File: config.mk
export PLATFORM = sky130hd
export DESIGN_NAME = instr_fetch_flat
export DESIGN_NICKNAME = d
export VERILOG_FILES = /design/src/rtl/instr_fetch_if.sv /design/src/rtl/instr_fetch.sv /design/src/flat_wrapper.sv
export SDC_FILE = /design/constraint.sdc
export NUM_CORES = 1
export LEC_CHECK = 0
export CAP_MARGIN = 15
export CORE_MARGIN = 1.5
export CORE_UTILIZATION = 55
export CTS_CLUSTER_DIAMETER = 120
export CTS_CLUSTER_SIZE = 10
export DETAILED_ROUTE_END_ITERATION = 10
export PLACE_DENSITY = 0.83
export SLEW_MARGIN = 30
export SYNTH_ARGS = -nofsm -noshare
export SYNTH_HDL_FRONTEND = slang
export SYNTH_SLANG_ARGS = --single-unit
File: constraint.sdc
create_clock -name clk -period 6.9 [get_ports clk]
set_input_delay 0.69 -clock clk [delete_from_list [all_inputs] [get_ports clk]]
set_output_delay 0.69 -clock clk [all_outputs]
set_load 0.005 [all_outputs]
File: src/rtl/instr_fetch_if.sv
// Fetch-stage bus: ROM read port, decode-side valid/ready handshake and jump redirect.
interface instr_fetch_if #(
   parameter int ADDR_WIDTH = 15,
   parameter int DATA_WIDTH = 16
);
   logic                  redirect;
   logic [ADDR_WIDTH-1:0] redirect_addr;
   logic                  rom_en;
   logic [ADDR_WIDTH-1:0] rom_addr;
   logic [DATA_WIDTH-1:0] rom_data;
   logic                  instr_valid;
   logic [DATA_WIDTH-1:0] instr;
   logic [ADDR_WIDTH-1:0] instr_pc;
   logic                  instr_ready;

   modport master (
      input  redirect, redirect_addr, rom_data, instr_ready,
      output rom_en, rom_addr, instr_valid, instr, instr_pc
   );

   modport slave (
      output redirect, redirect_addr, rom_data, instr_ready,
      input  rom_en, rom_addr, instr_valid, instr, instr_pc
   );
endinterface

File: src/rtl/instr_fetch.sv
// Instruction fetch front end: issues reads to a 1-cycle synchronous ROM, buffers
// returned words with their addresses and hands them to decode over valid/ready.
module instr_fetch #(
   parameter int ADDR_WIDTH = 15,
   parameter int DATA_WIDTH = 16,
   parameter int DEPTH      = 2
) (
   input  logic          clk,
   input  logic          reset_n,
   instr_fetch_if.master bus
);
   localparam int CW = $clog2(DEPTH + 1);
   localparam int OW = CW + 1;
   localparam int PW = (DEPTH > 1) ? $clog2(DEPTH) : 1;

   logic [ADDR_WIDTH-1:0] fetch_pc;
   logic [ADDR_WIDTH-1:0] issued_pc;
   logic                  inflight;
   logic [CW-1:0]         count;
   logic [PW-1:0]         rd_ptr;
   logic [PW-1:0]         wr_ptr;
   logic [ADDR_WIDTH-1:0] mem_addr [DEPTH];
   logic [DATA_WIDTH-1:0] mem_data [DEPTH];

   logic                  pop;
   logic                  push;
   logic                  issue;
   logic [OW-1:0]         occupancy;

   function automatic logic [PW-1:0] ptr_next(input logic [PW-1:0] p);
      return (p == PW'(DEPTH - 1)) ? '0 : p + PW'(1);
   endfunction

   // Occupancy counts the in-flight read so a slot is always reserved for it.
   always_comb begin
      pop       = (count != '0) && bus.instr_ready;
      occupancy = OW'(count) + OW'(inflight) - OW'(pop);
      issue     = reset_n && !bus.redirect && (occupancy < OW'(DEPTH));
      push      = inflight && !bus.redirect;
   end

   assign bus.rom_en      = issue;
   assign bus.rom_addr    = fetch_pc;
   assign bus.instr_valid = (count != '0);
   assign bus.instr       = mem_data[rd_ptr];
   assign bus.instr_pc    = mem_addr[rd_ptr];

   always_ff @(posedge clk or negedge reset_n) begin
      if (!reset_n) begin
         fetch_pc  <= '0;
         issued_pc <= '0;
         inflight  <= 1'b0;
         count     <= '0;
         rd_ptr    <= '0;
         wr_ptr    <= '0;
         for (int i = 0; i < DEPTH; i++) begin
            mem_addr[i] <= '0;
            mem_data[i] <= '0;
         end
      end else if (bus.redirect) begin
         // Flush dominates any coincident pop; the returning ROM word is dropped.
         fetch_pc <= bus.redirect_addr;
         inflight <= 1'b0;
         count    <= '0;
         rd_ptr   <= '0;
         wr_ptr   <= '0;
      end else begin
         inflight <= issue;
         if (issue) begin
            fetch_pc  <= fetch_pc + ADDR_WIDTH'(1);
            issued_pc <= fetch_pc;
         end
         if (push) begin
            mem_addr[wr_ptr] <= issued_pc;
            mem_data[wr_ptr] <= bus.rom_data;
            wr_ptr           <= ptr_next(wr_ptr);
         end
         if (pop) begin
            rd_ptr <= ptr_next(rd_ptr);
         end
         if (push && !pop) begin
            count <= count + CW'(1);
         end else if (pop && !push) begin
            count <= count - CW'(1);
         end
      end
   end
endmodule

File: src/flat_wrapper.sv
// flat-port wrapper written by rule: the top's interface ports become plain ports
module instr_fetch_flat 
#(
   parameter int ADDR_WIDTH = 15,
   parameter int DATA_WIDTH = 16,
   parameter int DEPTH      = 2
)
  (clk, reset_n, bus_redirect, bus_redirect_addr, bus_rom_data, bus_instr_ready, bus_rom_en, bus_rom_addr, bus_instr_valid, bus_instr, bus_instr_pc);
  instr_fetch_if #(.ADDR_WIDTH(ADDR_WIDTH), .DATA_WIDTH(DATA_WIDTH)) bus_i ();
  input  logic clk;
  input  logic reset_n;
  input wire logic [$bits(bus_i.redirect)-1:0] bus_redirect;
  input wire logic [$bits(bus_i.redirect_addr)-1:0] bus_redirect_addr;
  input wire logic [$bits(bus_i.rom_data)-1:0] bus_rom_data;
  input wire logic [$bits(bus_i.instr_ready)-1:0] bus_instr_ready;
  output wire logic [$bits(bus_i.rom_en)-1:0] bus_rom_en;
  output wire logic [$bits(bus_i.rom_addr)-1:0] bus_rom_addr;
  output wire logic [$bits(bus_i.instr_valid)-1:0] bus_instr_valid;
  output wire logic [$bits(bus_i.instr)-1:0] bus_instr;
  output wire logic [$bits(bus_i.instr_pc)-1:0] bus_instr_pc;
  assign bus_i.redirect = bus_redirect;
  assign bus_i.redirect_addr = bus_redirect_addr;
  assign bus_i.rom_data = bus_rom_data;
  assign bus_i.instr_ready = bus_instr_ready;
  assign bus_rom_en = bus_i.rom_en;
  assign bus_rom_addr = bus_i.rom_addr;
  assign bus_instr_valid = bus_i.instr_valid;
  assign bus_instr = bus_i.instr;
  assign bus_instr_pc = bus_i.instr_pc;
  instr_fetch #(.ADDR_WIDTH(ADDR_WIDTH), .DATA_WIDTH(DATA_WIDTH), .DEPTH(DEPTH)) u_core (.clk(clk), .reset_n(reset_n), .bus(bus_i));
endmodule
# Word-level counts from Yosys, hierarchy flattened
# Index checks and enable logic that the tools add are counted.
dict set report totals {
  ff_bits 97
  in_bits 35
  out_inout_bits 48
  wordCells 65
}
dict set report op_classes {
  addsub 7
  order_cmp 4
  muxes 24
  n_bitwise 3
  n_reduce_logical 17
}
# cell n
set ops {}
lappend ops {{two-way mux 15 bit} 6}
lappend ops {{two-way mux 16 bit} 4}
lappend ops {{bitwise mux 32 bit} 1}
lappend ops {{bitwise mux 30 bit} 1}
lappend ops {{demux 16 bit (select 1 bit)} 1}
lappend ops {{adder 15 x 1 -> 15 bit (second input constant)} 1}
lappend ops {{demux 15 bit (select 1 bit)} 1}
lappend ops {{nonzero test 2 bit} 4}
lappend ops {{logical AND 1 bit} 7}
lappend ops {{two-way mux 1 bit} 7}
lappend ops {{two-way mux 2 bit} 3}
lappend ops {{greater-or-equal comparator 2 bit (second input constant)} 2}
lappend ops {{inverter 1 -> 2 bit} 2}
lappend ops {{AND reduction 2 bit} 2}
lappend ops {{adder 2 x 1 -> 3 bit} 1}
lappend ops {{logical NOT 1 bit} 3}
lappend ops {{< comparator 3 x 2 -> 1 bit (second input constant)} 1}
lappend ops {{nonzero test 3 bit} 1}
lappend ops {{subtractor 3 x 1 -> 3 bit} 1}
lappend ops {{adder 1 bit (second input constant)} 2}
lappend ops {{adder 2 x 1 -> 2 bit (second input constant)} 1}
lappend ops {{< comparator 2 x 1 -> 1 bit (second input constant)} 1}
lappend ops {{subtractor 2 x 1 -> 2 bit (second input constant)} 1}
lappend ops {{inverter 1 bit} 1}

# Logic depth before layout (Yosys ltp)
# Gate-level depths: netlist of the first run.
dict set report logic_depth {
  depth_word 7
  ltp_mapped 11
  ltp_nobuf 10
}

# Worst setup path before layout of the first run
# OpenSTA, ideal clock, no wires.
dict set report synth_timing {
  kind {register -> output}
  startpoint {register u_core.count[1]}
  endpoint {output bus_rom_en}
  arrival_time_ps 2577
  required_ps 6210
  slack_ps 3633
  stages_incl_launch_ff 12
  n_path_buf 2
  cell_sequence {dfrtp_1 > or2_2 > nand2_1 > inv_1 > ha_1 > nand2b_1 > fa_1 > nand2_1 > or3_1 > buf_4 > buf_2 > inv_1}
}
dict set report synth_between {
  elab_chain_len 5
  word_cells_on_any_way 6
  cone_classes {2 x add/sub; 1 x order compare; 3 x reduce/logical}
}
# item line_no
set synth_rtl {}
lappend synth_rtl {{start, declared} instr_fetch.sv:19} ;# logic [CW-1:0] count;
lappend synth_rtl {{start signal, assigned} instr_fetch.sv:82} ;# count <= count + CW'(1);
lappend synth_rtl {{start signal, assigned} instr_fetch.sv:84} ;# count <= count - CW'(1);
lappend synth_rtl {{nonzero test 2 bit} n/a}
lappend synth_rtl {{via bus_instr_valid} flat_wrapper.sv:18} ;# output wire logic [$bits(bus_i.instr_valid)-1:0] bus_instr_valid;
lappend synth_rtl {{logical AND 1 bit} instr_fetch.sv:36} ;# pop = (count != '0) && bus.instr_ready;
lappend synth_rtl {{subtractor 3 x 1 -> 3 bit} instr_fetch.sv:37} ;# occupancy = OW'(count) + OW'(inflight) - OW'(pop);
lappend synth_rtl {{< comparator 3 x 2 -> 1 bit} instr_fetch.sv:38} ;# issue = reset_n && !bus.redirect && (occupancy < OW'(DEPTH));
lappend synth_rtl {{logical AND 1 bit} instr_fetch.sv:38}
lappend synth_rtl {{end, declared} flat_wrapper.sv:16} ;# output wire logic [$bits(bus_i.rom_en)-1:0] bus_rom_en;
# The timed path passes the listed nets, and every way through them passes these cells.

# Final worst setup path of the first run
dict set report layout_timing {
  startpoint {input bus_instr_ready}
  endpoint {output bus_rom_en}
}
dict set report layout_between {
  elab_chain_len 4
}
# item line_no
set layout_rtl {}
lappend layout_rtl {{start, declared} flat_wrapper.sv:15} ;# input wire logic [$bits(bus_i.instr_ready)-1:0] bus_instr_ready;
lappend layout_rtl {{logical AND 1 bit} instr_fetch.sv:36}
lappend layout_rtl {{subtractor 3 x 1 -> 3 bit} instr_fetch.sv:37}
lappend layout_rtl {{< comparator 3 x 2 -> 1 bit} instr_fetch.sv:38}
lappend layout_rtl {{logical AND 1 bit} instr_fetch.sv:38}
# Every way passes these cells.

==> results of run 1 <==
## cells in the final DEF, fill, tap and decap left out, types with 2 or more instances in the layout
cell type,Yosys,final
nor4_1,3,3
ha_1,2,2
clkdlybuf4s50_1,0,81
nor2b_1,3,3
mux2i_1,3,3
clkinvlp_4,0,3
nand3_1,5,5
dfrtp_1,97,97
nor2_1,7,7
nand2b_1,3,3
o21ai_0,10,10
nand4_1,4,4
mux2_2,108,108
a221o_1,2,2
clkbuf_8,0,9
inv_1,5,5
and4_1,2,2
buf_4,1,7
o31a_1,2,2
nand2_1,17,17
nor3_1,4,3
clkbuf_1,7,2
xor2_1,2,2
nor3b_1,5,5
xnor2_1,10,10
## worst max-delay path, cell delays in order
cell and delay (ns):
clkdlybuf4s50_1 0.50, nand2_1 0.12, inv_1 0.08, ha_1 0.21, nand2b_1 0.15, fa_1 0.38
xor2_1 0.60, or3_1 0.75, inv_1 0.08, clkdlybuf4s50_1 0.46
## how the worst min path moves through the flow
stage | end | slack [ns] | cells past startpoint | startpoint
global placement | u_core.mem_data[9] | 0.48 | 1 | u_core.mem_data[9]
CTS | u_core.mem_data[10] | 0.32 | 1 | reset_n
finish | u_core.inflight | 0.31 | 1 | reset_n
floorplan | u_core.bus.rom_addr[0] | 0.39 | 0 | reset_n
global route | u_core.mem_data[22] | 0.35 | 1 | reset_n
detailed placement | u_core.mem_addr[13] | 0.49 | 1 | u_core.mem_addr[13]
## routing by layer
metal	track usage	vias up	part of all wire
li1	-	1336	-
met1	0.285	1457	0.43
met2	0.374	56	0.52
met3	0.0312	10	0.030
met4	0.0718	0	0.014
met5	0	-	0
## metrics by stage
stage               setup slack (ns)  instance area, um^2   util  hold slack, ns  cells
global placement                2.25                 5320  0.688           0.482    500
CTS                             2.18                 5490  0.710           0.321    516
finish                          2.18                 5490  0.710           0.315    516
detailed placement              2.18                 5320  0.688           0.488    500
global route                    1.87                 5490  0.710           0.350    516
floorplan                       3.63                 4400      -           0.394    328
## layout make-up
type                    count  area [um^2]
flip-flops and latches     97         2430
fillers                   549         2240
multi-input cells         208         1880
repair buffers             88          863
clock buffers              11          131
well taps                 102          128
clock inverters             5         40.0
inverters                   5         18.8
## cells by family after synthesis
| kind of cell | Yosys count |
|---|---|
| AO/OA/AOI/OAI | 21 |
| XOR/XNOR | 12 |
| adder cells (fa/ha/maj) | 3 |
| buffers and inverters | 23 |
| flip-flops | 97 |
| multiplexers | 111 |
| AND/OR/NAND/NOR | 61 |
## report_power, final
part,switching (mW),internal [mW]
clock,0.191,0.133
combinational,0.243,0.519
sequential,0.147,0.797
total,0.581,1.45
## flip-flops by register name, summed over array words and instances, names as in the netlist
register	flops
u_core.rd_ptr	1
u_core.inflight	1
u_core.wr_ptr	1
u_core.mem_data	32
u_core.mem_addr	30
u_core.issued_pc	15
u_core.count	2
u_core.bus.rom_addr	15
==> impl_metrics.env, run 1 <==
export IMPL_status="finished clean"
export IMPL_postSynth_topFlopCell="dfrtp_1"
export IMPL_vias=2859
export IMPL_skew_ns=0.0103
export IMPL_grt_pass1_vias=2940
export IMPL_syn_avg_cell_area_um2=13.4
export IMPL_synth_cell_types=40
export IMPL_dieArea_um2=8540
export IMPL_required_ns=6.21
export IMPL_maxCapViolCount=0
export IMPL_wl_um=8890
export IMPL_p_per_area_nw_per_um2=370
export IMPL_synth_seq_cells=97
export IMPL_synth_nets=366
export IMPL_synth_area_leaders="dfrtp_1, mux2_2, xnor2_1"
export IMPL_area_growth_pct=24.8
export IMPL_rsz0062_at_grt="false"
export IMPL_drtPass1Iterations=4
export IMPL_num_rows=32
export IMPL_synthArstFlopShare=1.00
export IMPL_r2r_slack_ns=3.25
export IMPL_reg2reg_to="u_core.bus.rom_addr[13]"
export IMPL_cts_tree="yes"
export IMPL_endpoint_kind="output port"
export IMPL_grt_usage=0.218
export IMPL_crit_fanout=19
export IMPL_antenna_found_initial=0
export IMPL_hpwl_um=6220
export IMPL_core_um2=7730
export IMPL_drc=0
export IMPL_grt_overflow_total=0
export IMPL_power_leakage_nw=2.32
export IMPL_drive_above_1_share=0.319
export IMPL_cp_startpoint="bus_instr_ready"
export IMPL_ant_nets=0
export IMPL_cts_buffer_depth=2
export IMPL_maxSlewViolCount=0
export IMPL_worst_slew_pin_slew_ns=0.822
export IMPL_max_slew_margin=0.452
export IMPL_r2r_cells=10
export IMPL_yosysTopAreaCell="dfrtp_1"
export IMPL_synthAdderAreaFrac=0.0102
export IMPL_synth_simple_area_share=0.0771
export IMPL_ctsResizeCount=0
export IMPL_first_iter_violations=110
export IMPL_syn_area_um2=4400
export IMPL_synthXorXnorAreaFrac=0.0239
export IMPL_routed_via_density=5.54
export IMPL_crit_arrival_ns=4.03
export IMPL_hold_violations=0
export IMPL_ios=83
export IMPL_critPathLaunchType="input pin"
export IMPL_netlist_instances=328
export IMPL_yosysTopAreaCellShare=0.552
export IMPL_tns_ns=0
export IMPL_wl_per_cell_um=17.2
export IMPL_muxShareOfSynthArea=0.283
export IMPL_path_clk_slew_ns=0.08
export IMPL_start_util=0.569
export IMPL_worstSetupPathType="input pin to output port"
export IMPL_hp_class="input pin to asynchronous set/reset pin"
export IMPL_fmax_mhz=212
export IMPL_synth_top_cells_by_count="mux2_2, dfrtp_1, nand2_1, o21ai_0, xnor2_1"
export IMPL_p_total_mw=2.03
export IMPL_final_setup_viol_count=0
export IMPL_clock_sinks=97
export IMPL_io_buffer_count=82
export IMPL_nets=447
export IMPL_seq_area_frac_synth=0.552
export IMPL_die_h_um=92.4
export IMPL_yosysMostFrequentCell="mux2_2"
export IMPL_htreeDepth=3
export IMPL_grt_start_max_net_pins=58
export IMPL_die_w_um=92.4
export IMPL_r2r_start="u_core.count[1]"
export IMPL_post_cts_buffers=0
export IMPL_synth_top_family_by_area="multiplexers"
export IMPL_synth_edf_count=0
export IMPL_synth_compound_area_frac=0.0316
export IMPL_hold_buffers=0
export IMPL_critPathCapture="bus_rom_en"
export IMPL_clockRootBuffer="clkbuf_8"
export IMPL_period_needed_ns=4.72
export IMPL_n_antenna_cell=0
export IMPL_vdd_ir_drop_max_v=0.000211
export IMPL_clk_latency_ns=0.35
export IMPL_grt_pass1_wl_um=14300
export IMPL_min_period_over_period=0.684
export IMPL_gp_congestion=0.775
export IMPL_ys_warn_count=0
export IMPL_numCtsBuffers=9
Note: power is estimated with default switching activity, not from simulation.
==> run 2: changes to the inputs <==
--- a/config.mk
+++ b/config.mk
@@ -7,11 +7,11 @@
 export LEC_CHECK = 0
 export CAP_MARGIN = 15
 export CORE_MARGIN = 1.5
-export CORE_UTILIZATION = 55
+export CORE_UTILIZATION = 52
 export CTS_CLUSTER_DIAMETER = 120
 export CTS_CLUSTER_SIZE = 10
 export DETAILED_ROUTE_END_ITERATION = 10
-export PLACE_DENSITY = 0.83
+export PLACE_DENSITY = 0.79
 export SLEW_MARGIN = 30
 export SYNTH_ARGS = -nofsm -noshare
 export SYNTH_HDL_FRONTEND = slang
==> constraint.sdc (replaced) <==
create_clock -name clk -period 4.91 [get_ports clk]
set_input_delay 0.491 -clock clk [delete_from_list [all_inputs] [get_ports clk]]
set_output_delay 0.491 -clock clk [all_outputs]
set_load 0.005 [all_outputs]
==> run 2 against run 1 <==
Compared with the run above:
- via count down 1.3%
- combinational power up 40%
- final cell count up 0.39%
- critical path type is now flop to output port
- non-clock buffer count unchanged
- cell area up 0.46%
- sequential power up 40%
- worst hold slack worse by 0.20 ns
- clock skew about the same
- register-to-register slack worse by 1.9 ns
- core utilization down 3.9 points
- wire length down 0.65%
==> impl_metrics.env, run 2 (synthesis gave the netlist of run 1 again) <==
export IMPL_status="finished clean"
export IMPL_wl_per_cell_um=17.0
export IMPL_ios=83
export IMPL_maxCapViolCount=0
export IMPL_min_period_over_period=0.805
export IMPL_worst_path_most_repeated_cell="inv_1"
export IMPL_cp_num_buf_inv=3
export IMPL_vias=2823
export IMPL_htreeDepth=3
export IMPL_grt_usage=0.214
export IMPL_top_regs="u_core.mem_data x32, u_core.mem_addr x30"
export IMPL_mostFrequentLayoutCell="mux2_2"
export IMPL_hold_buffers=0
export IMPL_crit_fanout=11
export IMPL_p_per_area_nw_per_um2=525
export IMPL_path_clk_slew_ns=0.09
export IMPL_holdWs_ns=0.114
export IMPL_maxSlewViolCount=0
export IMPL_wl_um=8830
export IMPL_vdd_ir_drop_max_v=0.000299
export IMPL_grt_pass1_vias=2929
export IMPL_die_w_um=95.0
export IMPL_clock_sinks=97
export IMPL_crit_family="simple AND/OR/NAND/NOR gates"
export IMPL_fmax_mhz=253
export IMPL_hpwl_um=6070
export IMPL_p_total_mw=2.89
export IMPL_post_cts_buffers=0
export IMPL_clockRootBuffer="clkbuf_8"
export IMPL_cp_slowest_cell="xor2_1"
export IMPL_worst_slew_pin_slew_ns=0.811
export IMPL_first_iter_violations=156
export IMPL_die_h_um=95.0
export IMPL_ant_nets=0
export IMPL_clk_latency_ns=0.35
export IMPL_crit_arrival_ns=3.46
export IMPL_period_needed_ns=3.95
export IMPL_cts_tree="yes"
export IMPL_hold_violations=0
export IMPL_antenna_found_initial=0
export IMPL_grt_pass1_wl_um=14600
export IMPL_final_setup_viol_count=0
export IMPL_core_um2=8220
export IMPL_n_antenna_cell=0
export IMPL_drc=0
export IMPL_grt_overflow_total=0
export IMPL_area_growth_pct=25.4
export IMPL_io_buffer_count=82
export IMPL_grt_start_max_net_pins=61
export IMPL_nFillCells=627
export IMPL_tns_ns=0
export IMPL_final_cell_mix="mux2_2, dfrtp_1, clkdlybuf4s50_1, nand2_1"
export IMPL_grt_use_met1=0.297
export IMPL_gp_congestion=0.857
export IMPL_critPathLaunchType="flop"
export IMPL_start_util=0.535
export IMPL_nets=447
export IMPL_dp_slack_ns=1.16
export IMPL_setup_ws_ns=0.959
export IMPL_required_ns=4.42
export IMPL_endpoint_kind="output port"
export IMPL_routed_via_density=5.45
export IMPL_largest_register_ffs=32
export IMPL_num_rows=33
export IMPL_rsz0062_at_grt="false"
export IMPL_skew_ns=0.0105
export IMPL_worstPathCellList="or2_2 > nand2_1 > inv_1 > ha_1 > nand2b_1 > fa_1 > xor2_1 > or3_1 > inv_1 > clkdlybuf4s50_1"
export IMPL_critPathMaxStageDelay_ns=0.60
export IMPL_ctsResizeCount=0
export IMPL_r2r_slack_ns=1.39
export IMPL_grt_use_met3=0.0370
export IMPL_top_register="u_core.mem_data"
export IMPL_dieArea_um2=9020
export IMPL_use_met2=0.344
export IMPL_power_leakage_nw=2.34
export IMPL_max_slew_margin=0.458
export IMPL_drtPass1Iterations=4
export IMPL_fin_util=0.671
export IMPL_grt_busiest_layer="met2"
export IMPL_numCtsBuffers=9
export IMPL_regArea_um2=2430
export IMPL_drive_above_1_share=0.320
export IMPL_multiInputGateArea_um2=1880
export IMPL_cts_buffer_depth=2
export IMPL_worstSetupPathType="flop to output port"
export IMPL_hp_class="input pin to asynchronous set/reset pin"
-- run 2: worst paths after layout --
path	startpoint	endpoint	cells past startpoint
min in group clk	u_core.mem_addr[24]	u_core.mem_addr[24]	1
hold / removal	reset_n	u_core.bus.rom_addr[10]	1
setup reg to reg	u_core.count[1]	u_core.bus.rom_addr[13]	11
setup / recovery	u_core.count[1]	bus_rom_en	10
hold reg to reg	u_core.mem_addr[24]	u_core.mem_addr[24]	1
max in group asynchronous	reset_n	u_core.mem_data[0]	2
-- run 2: final cells by class --
| cell class | instances | area share |
|---|---|---|
| Sequential cell | 97 | 0.440 |
| Multi-Input combinational cell | 208 | 0.341 |
| Timing Repair Buffer | 88 | 0.157 |
| Clock buffer | 11 | 0.0256 |
| Tap cell | 105 | 0.0238 |
| Clock inverter | 4 | 0.00931 |
| Inverter | 5 | 0.00340 |
-- run 2: metal layers --
layer / vias to the layer above / part of all wire
li1: 1339 / -
met1: 1418 / 0.45
met2: 58 / 0.50
met3: 8 / 0.039
met4: 0 / 0.0076
met5: - / 0
-- run 2: metrics by stage --
| stage | cell area [um^2] | cells |
|---|---|---|
| 2_1_floorplan | 4400 | 328 |
| 3_3_place_gp | 5320 | 503 |
| 3_5_place_dp | 5320 | 503 |
| 4_1_cts | 5510 | 518 |
| 5_1_grt | 5510 | 518 |
| 6_report | 5510 | 518 |
-- run 2: report_power, final --
part | total, mW | switching (mW) | internal [mW] | leakage [nW]
logic | 1.07 | 0.336 | 0.730 | 1.05
registers | 1.32 | 0.198 | 1.12 | 1.20
clock network | 0.509 | 0.261 | 0.248 | 0.0958
total | 2.89 | 0.795 | 2.10 | 2.34
==> run 3: changes to the inputs <==
==> constraint.sdc (replaced) <==
create_clock -name clk -period 4 [get_ports clk]
set_input_delay 0.4 -clock clk [delete_from_list [all_inputs] [get_ports clk]]
set_output_delay 0.4 -clock clk [all_outputs]
set_load 0.005 [all_outputs]
==> run 3 against run 2 <==
Compared with the run above:
- count of clock-buffer cells in the layout decreased by 1
- worst setup slack got worse by 0.64 ns
- first-iteration DRC count increased by 18%
- register-to-register slack got worse by 0.74 ns
- flip-flop and latch count unchanged
- clock power increased by 31%
- cell area increased by 1.1%
- combinational power increased by 23%
- core utilization increased by 0.73 points
- non-clock buffer count increased by 3
- critical endpoint unchanged
==> impl_metrics.env, run 3 (synthesis gave the netlist of run 1 again) <==
export IMPL_status="finished clean"
export IMPL_htreeDepth=3
export IMPL_grt_pass1_vias=2933
export IMPL_antenna_found_initial=0
export IMPL_largest_register_ffs=32
export IMPL_clockRootBuffer="clkbuf_8"
export IMPL_crit_arrival_ns=3.29
export IMPL_clock_sinks=97
export IMPL_ant_nets=0
export IMPL_multiInputGateArea_um2=1880
export IMPL_p_total_mw=3.63
export IMPL_setup_ws_ns=0.315
export IMPL_vias=2888
export IMPL_grt_usage=0.221
export IMPL_nFillCells=597
export IMPL_power_frac_comb=0.363
export IMPL_die_w_um=95.0
export IMPL_routed_via_density=5.53
export IMPL_post_cts_buffers=0
export IMPL_dp_slack_ns=0.568
export IMPL_cts_tree="yes"
export IMPL_path_clk_slew_ns=0.10
export IMPL_maxSlewViolCount=0
export IMPL_skew_ns=0.0132
export IMPL_grt_start_max_net_pins=84
export IMPL_drc=0
export IMPL_regArea_um2=2430
export IMPL_grt_overflow_total=0
export IMPL_gp_congestion=0.854
export IMPL_fin_util=0.678
export IMPL_hp_class="input pin to asynchronous set/reset pin"
export IMPL_drive_above_1_share=0.326
export IMPL_area_growth_pct=26.8
export IMPL_finalNonFillerCells=522
export IMPL_die_h_um=95.0
export IMPL_worst_slew_pin_slew_ns=0.869
export IMPL_power_leakage_nw=2.36
export IMPL_intPower_mw=2.60
export IMPL_grt_pass1_wl_um=14900
export IMPL_max_slew_margin=0.418
export IMPL_io_buffer_count=82
export IMPL_p_per_area_nw_per_um2=651
export IMPL_period_needed_ns=3.69
export IMPL_start_util=0.535
export IMPL_required_ns=3.60
export IMPL_fmax_mhz=271
export IMPL_top_register="u_core.mem_data"
export IMPL_endpoint_kind="output port"
export IMPL_final_setup_viol_count=0
export IMPL_hpwl_um=6310
export IMPL_crit_fanout=6
export IMPL_hold_violations=0
export IMPL_top_regs="u_core.mem_data x32, u_core.mem_addr x30"
export IMPL_tns_ns=0
export IMPL_worstSetupPathType="flop to output port"
export IMPL_mostFrequentLayoutCell="mux2_2"
export IMPL_first_iter_violations=184
export IMPL_p_sw_mw=1.03
export IMPL_drtPass1Iterations=4
export IMPL_pwr_share_seq=0.453
export IMPL_nets=450
export IMPL_ios=83
export IMPL_clkPwrFrac=0.183
export IMPL_numCtsBuffers=9
export IMPL_ctsResizeCount=0
export IMPL_num_rows=33
export IMPL_core_um2=8220
export IMPL_wl_um=9260
export IMPL_maxCapViolCount=0
export IMPL_final_cell_mix="mux2_2, dfrtp_1, clkdlybuf4s50_1, nand2_1"
export IMPL_dieArea_um2=9020
export IMPL_hold_buffers=1
export IMPL_min_period_over_period=0.921
export IMPL_post_place_cells=505
export IMPL_rsz0062_at_grt="false"
export IMPL_critPathLaunchType="flop"
export IMPL_n_antenna_cell=0
export IMPL_vdd_ir_drop_max_v=0.000380
export IMPL_cts_buffer_depth=2
export IMPL_clk_latency_ns=0.36
export IMPL_wl_per_cell_um=17.7
export IMPL_power_switching_share=0.284
## run 3: cell type report
cell class / instances / share of cell area
Clock buffer: 10 / 0.0247
Clock inverter: 6 / 0.0132
Inverter: 5 / 0.00337
Multi-Input combinational cell: 208 / 0.337
Sequential cell: 97 / 0.436
Tap cell: 105 / 0.0236
Timing Repair Buffer: 91 / 0.162
## run 3: worst paths after layout
kind                                           end          startpoint  slack [ns]  cells after the start
max in group asynchronous      u_core.mem_data[25]             reset_n        2.59                      3
setup / recovery                        bus_rom_en     u_core.count[1]        0.31                     10
setup reg to reg           u_core.bus.rom_addr[12]     u_core.count[1]        0.65                     10
min in group clk                u_core.mem_data[5]  u_core.mem_data[5]        0.50                      1
hold / removal                 u_core.mem_addr[14]             reset_n        0.43                      2
hold reg to reg                 u_core.mem_data[5]  u_core.mem_data[5]        0.50                      1
## run 3: per-stage QoR
step                      hold slack, ns  area, um^2
after CTS                          0.424        5570
after detailed placement           0.286        5350
after floorplan                    0.104        4400
after global routing               0.452        5570
after global placement             0.280        5350
final                              0.435        5570
## run 3: power by group through the flow
stage | registers, mW | logic, mW | clock network, mW
2_1_floorplan | 1.55 | 0.760 | 0
3_3_place_gp | 1.62 | 1.29 | 0
3_5_place_dp | 1.66 | 1.32 | 0
4_1_cts | 1.64 | 1.34 | 0.680
5_1_grt | 1.70 | 1.43 | 0.717
6_report | 1.64 | 1.32 | 0.665
## run 3: critical path, stage by stage, from the launching register on
cell and delay (ns):
dfrtp_1 0.46, or2_2 0.32, nand2_1 0.14, inv_1 0.06, ha_1 0.25, nand2b_1 0.15
fa_1 0.52, nand2_1 0.07, or3_1 0.40, inv_1 0.08, clkdlybuf4s50_1 0.49
## run 3: per-layer routing
layer	global-route usage	up-vias	wire (um)
met5	0	-	0
met4	0.0746	0	117
met3	0.0314	9	284
met2	0.355	56	4670
met1	0.308	1476	4180
li1	-	1347	-
